[config.mk]
export PLATFORM = sky130hd
export DESIGN_NAME = vec_bram_storer
export DESIGN_NICKNAME = d
export VERILOG_FILES = /design/src/rtl/gat_pkg.sv /design/src/rtl/vec_bram_storer.sv
export SDC_FILE = /design/constraint.sdc
export NUM_CORES = 1
export LEC_CHECK = 0
export ABC_CLOCK_PERIOD_IN_PS = 2700
export CAP_MARGIN = 20
export CORE_UTILIZATION = 51
export CTS_CLUSTER_DIAMETER = 200
export DETAILED_ROUTE_END_ITERATION = 6
export HOLD_SLACK_MARGIN = 0.03
export PLACE_DENSITY = 0.79
export SYNTH_ARGS = -nofsm -noshare
export SYNTH_HDL_FRONTEND = slang
export SYNTH_SLANG_ARGS = --single-unit
[constraint.sdc]
create_clock -name clk -period 2.7 [get_ports clk]
set_input_delay 0.81 -clock clk [delete_from_list [all_inputs] [get_ports clk]]
set_output_delay 0.81 -clock clk [all_outputs]
set_load 0.01 [all_outputs]
[src/rtl/gat_pkg.sv]
// Shared constants and types for the GAT datapath.
// Vector geometry and the storer FSM state type live here so loader and storer stay in step.
package gat_pkg;

  localparam int DATA_WIDTH = 8;
  localparam int VEC_DEPTH  = 16;
  localparam int VEC_IDX_W  = (VEC_DEPTH > 1) ? $clog2(VEC_DEPTH) : 1;

  typedef enum logic [1:0] {
    IDLE  = 2'd0,
    WRITE = 2'd1,
    DONE  = 2'd2
  } storer_state_e;

endpackage

[src/rtl/vec_bram_storer.sv]
// Captures one flattened vector on a valid/ready handshake and writes its elements,
// one per cycle, into a BRAM write port starting at the sampled base address.
module vec_bram_storer
  import gat_pkg::*;
#(
  parameter int  VEC_DEPTH  = gat_pkg::VEC_DEPTH,
  parameter int  DATA_WIDTH = gat_pkg::DATA_WIDTH,
  parameter int  ADDR_W     = 8,
  localparam int IDX_W      = (VEC_DEPTH > 1) ? $clog2(VEC_DEPTH) : 1
) (
  input  logic                            clk,
  input  logic                            rst_n,
  input  logic                            vec_vld_i,
  output logic                            vec_rdy_o,
  input  logic [VEC_DEPTH*DATA_WIDTH-1:0] vec_flat_i,
  input  logic [ADDR_W-1:0]               base_addr_i,
  input  logic                            wr_stall_i,
  output logic                            bram_ena,
  output logic                            bram_wea,
  output logic [ADDR_W-1:0]               bram_addra,
  output logic [DATA_WIDTH-1:0]           bram_dina,
  output logic                            done_o
);

  storer_state_e         state_q, state_d;
  logic [IDX_W-1:0]      idx_q, idx_d;
  logic [ADDR_W-1:0]     base_q;
  logic [DATA_WIDTH-1:0] vec_q [VEC_DEPTH];
  logic                  capture;
  logic                  write_go;

  assign capture  = (state_q == IDLE) && vec_vld_i;
  assign write_go = (state_q == WRITE) && !wr_stall_i;

  // Datapath registers only load on the handshake; the upstream is free to change afterwards.
  always_ff @(posedge clk or negedge rst_n) begin
    if (!rst_n) begin
      base_q <= '0;
      for (int k = 0; k < VEC_DEPTH; k++) begin
        vec_q[k] <= '0;
      end
    end else if (capture) begin
      base_q <= base_addr_i;
      for (int k = 0; k < VEC_DEPTH; k++) begin
        vec_q[k] <= vec_flat_i[k*DATA_WIDTH +: DATA_WIDTH];
      end
    end
  end

  always_ff @(posedge clk or negedge rst_n) begin
    if (!rst_n) begin
      state_q <= IDLE;
      idx_q   <= '0;
    end else begin
      state_q <= state_d;
      idx_q   <= idx_d;
    end
  end

  always_comb begin
    state_d = state_q;
    idx_d   = idx_q;
    case (state_q)
      IDLE: begin
        if (vec_vld_i) begin
          state_d = WRITE;
          idx_d   = '0;
        end
      end
      WRITE: begin
        if (!wr_stall_i) begin
          idx_d = idx_q + 1'b1;
          if (idx_q == IDX_W'(VEC_DEPTH - 1)) begin
            state_d = DONE;
          end
        end
      end
      DONE:    state_d = IDLE;
      default: state_d = IDLE;
    endcase
  end

  // Address and data follow idx_q, so they naturally hold their value across a stall.
  always_comb begin
    vec_rdy_o  = (state_q == IDLE);
    done_o     = (state_q == DONE);
    bram_ena   = write_go;
    bram_wea   = write_go;
    bram_addra = base_q + ADDR_W'(idx_q);
    bram_dina  = vec_q[idx_q];
  end

endmodule

==> flow_summary.json <==
{
  "grt_setup_unrepaired": "yes",
  "ctsHtreeMaxLevel": 4,
  "synth_area_leaders": "dfrtp_1, mux2_4, mux2_2, mux4_2, mux2i_1",
  "wl_met1_um": 7320,
  "synth_edf_count": 0,
  "fin_crit_ns": 3.02,
  "fp.dieW_um": 119,
  "r2r-end": "idx_q[0]",
  "slew_headroom_pct": 72.0,
  "synth_largest_area_cell": "dfrtp_1",
  "arrival_ns": 2.21,
  "min_path_type": "in -> async",
  "drv_cap": 0,
  "ys_seq_area_share_pct": 50.8,
  "cp-end-kind": "output port",
  "area_growth_pct": 41.1,
  "whs_ns": 0.287,
  "insertion_delay_ns": 0.43,
  "max-vdd-ir-drop_mv": 0.685,
  "layout_common_cells": "dfrtp_1, clkdlybuf4s50_1, mux2_4",
  "core_area_um2": 13300,
  "clockBufferDepth": 2,
  "synth.ff_latch_count": 142,
  "synthesis.area_um2": 6990,
  "finalHoldViolCount": 0,
  "powerDensity_nw_per_um2": 1270,
  "final_nets": 782,
  "wl_per_cell_um": 20.6,
  "worstMarginPinSlew_ns": 0.417,
  "cp-start-kind": "flop",
  "status": "finished, violations left",
  "setup_slack_ns": -0.319,
  "met3WireLength_um": 794,
  "via_per_inst": 5.45,
  "report.final.setup_viol": 13,
  "finalMaxSlewViolations": 0,
  "p_leak_nw": 4.31,
  "placed_area_um2": 8860,
  "critPathRequiredTime_ns": 1.89,
  "place_hpwl_um": 11400,
  "r2r_cells": 5,
  "grt_antenna_before_repair": 0,
  "io_pins": 160,
  "cts_tree": "built",
  "syn_avg_cell_area_um2": 15.7,
  "fill_cells": 834,
  "drtPass1Iterations": 4,
  "wl_met2_um": 8430,
  "ctsRootBufferMaster": "clkbuf_16",
  "post-route-period-util_pct": 112,
  "syn_inst": 445,
  "drt_iter0_markers": 203,
  "initial_core_util_pct": 52.6,
  "dominantRegCellSynth": "dfrtp_1",
  "die-area_um2": 14200,
  "track_usage_pct": 25.6,
  "ant_nets": 0,
  "syn_nets": 591,
  "routabilityCongestion": 0.782,
  "numPortBuffers": 159,
  "fmaxAchievable_mhz": 331,
  "preCtsSetupSlack_ns": -0.400,
  "yosys_warnings": 0,
  "numCtsBuffers": 17,
  "wl_um": 17000,
  "timing.rr.start": "state_q[0]",
  "fin_skew_ns": 0.00772,
  "die_h_um": 119,
  "clock-sinks": 142,
  "grt_pass1_vias": 5019,
  "synth_cell_type_count": 39,
  "path_max_fanout": 6,
  "crit_type": "reg -> out",
  "top_layer_used": "met4",
  "grt_max_degree": 47,
  "failed_checks": "negative setup slack",
  "r2r_slack_ns": 0.94,
  "rows": 42,
  "grt_pass1_wl_um": 27300,
  "postLayoutCellArea_um2": 9860,
  "grt_overflow": 0,
  "ctsHoldBuffers": 0,
  "ys_async_sr_fraction_pct": 100,
  "drc_errors": 0,
  "drive_gt1_share_pct": 43.3,
  "vias": 4499,
  "n_antenna_cell": 0,
  "clk_pin_slew_ns": 0.06,
  "yosys.area.top_type_share_pct": 50.8
}
==> synthesized netlist by cell type (all sizes together), types with 4 or more instances <==
cell,number
dfrtp,142
mux2,137
mux2i,32
buf,28
a221oi,16
mux4,16
nand2,11
o21ai,10
a22oi,8
ha,5
nor2,4
nor2b,4
==> kinds of logic (layout without fill, tap and decap cells) <==
logic type | Yosys count | count (layout) | synth area share, %
multiplexers | 185 | 185 | 36.4
flip-flops | 142 | 142 | 50.8
AO/OA/AOI/OAI | 43 | 43 | 4.55
buffers and inverters | 33 | 237 | 4.06
AND/OR/NAND/NOR | 30 | 30 | 2.27
adder cells (fa/ha/maj) | 6 | 6 | 1.18
XOR/XNOR | 6 | 6 | 0.752
==> what timing repair did <==
item / CTS / global route
endpoints found under the hold margin: 0 / 0
gates resized for setup: 95 / 29
setup endpoints to repair: 17 / 17
setup buffers: 7 / 4
cloned: 4 / 1
pin swaps: 23 / 17
==> registers in the layout, indices dropped and copies added (netlist names) <==
name / count
idx_q: 4
base_q: 8
state_q: 2
vec_q: 128
==> final cells by class <==
type,count,area (um2),area share [%]
Clock buffer,20,457,4.63
Clock inverter,12,160,1.62
Tap cell,176,220,2.23
Inverter,2,7.51,0.0761
Timing Repair Buffer,203,2120,21.5
Multi-Input combinational cell,270,3340,33.9
Sequential cell,142,3560,36.1
==> layer usage <==
| layer | vias up | global-route usage, % |
|---|---|---|
| met1 | 2308 | 32.6 |
| met4 | 0 | 10.2 |
| met5 | - | 0 |
| li1 | 2040 | - |
| met2 | 122 | 42.0 |
| met3 | 29 | 6.47 |
==> worst max-delay path, cell delays in order, from the launching register on <==
cell and delay (ns):
dfrtp_4 0.51, buf_12 0.17, buf_12 0.14, buf_12 0.12
mux4_2 0.45, a22oi_2 0.19, nand2_1 0.08, buf_6 0.12
==> how the worst max path moves through the flow <==
stage	startpoint	to	slack, ns
after global placement	idx_q[0]	bram_addra[6]	-0.35
after global routing	idx_q[0]	bram_dina[2]	-0.40
after CTS	idx_q[0]	bram_dina[1]	-0.35
after floorplan	idx_q[0]	bram_addra[6]	0.22
after detailed placement	idx_q[0]	bram_addra[6]	-0.40
final	idx_q[0]	bram_dina[2]	-0.32
==> where the power goes <==
group          internal (mW)  total [mW]  switching, mW
clock network           1.51        2.42          0.915
registers               3.23        3.91          0.683
logic                   3.77        6.24           2.47
==> per-stage QoR <==
stage	setup TNS [ns]	std cells	total power, mW	utilization, %
after floorplan	0	445	7.51	-
after global placement	-3.37	779	9.23	66.6
after detailed placement	-3.57	779	9.44	66.6
after CTS	-3.06	822	12.3	73.3
after global routing	-3.84	825	13.2	74.2
final	-2.77	825	12.6	74.2
Note: power is estimated with default switching activity, not from simulation.
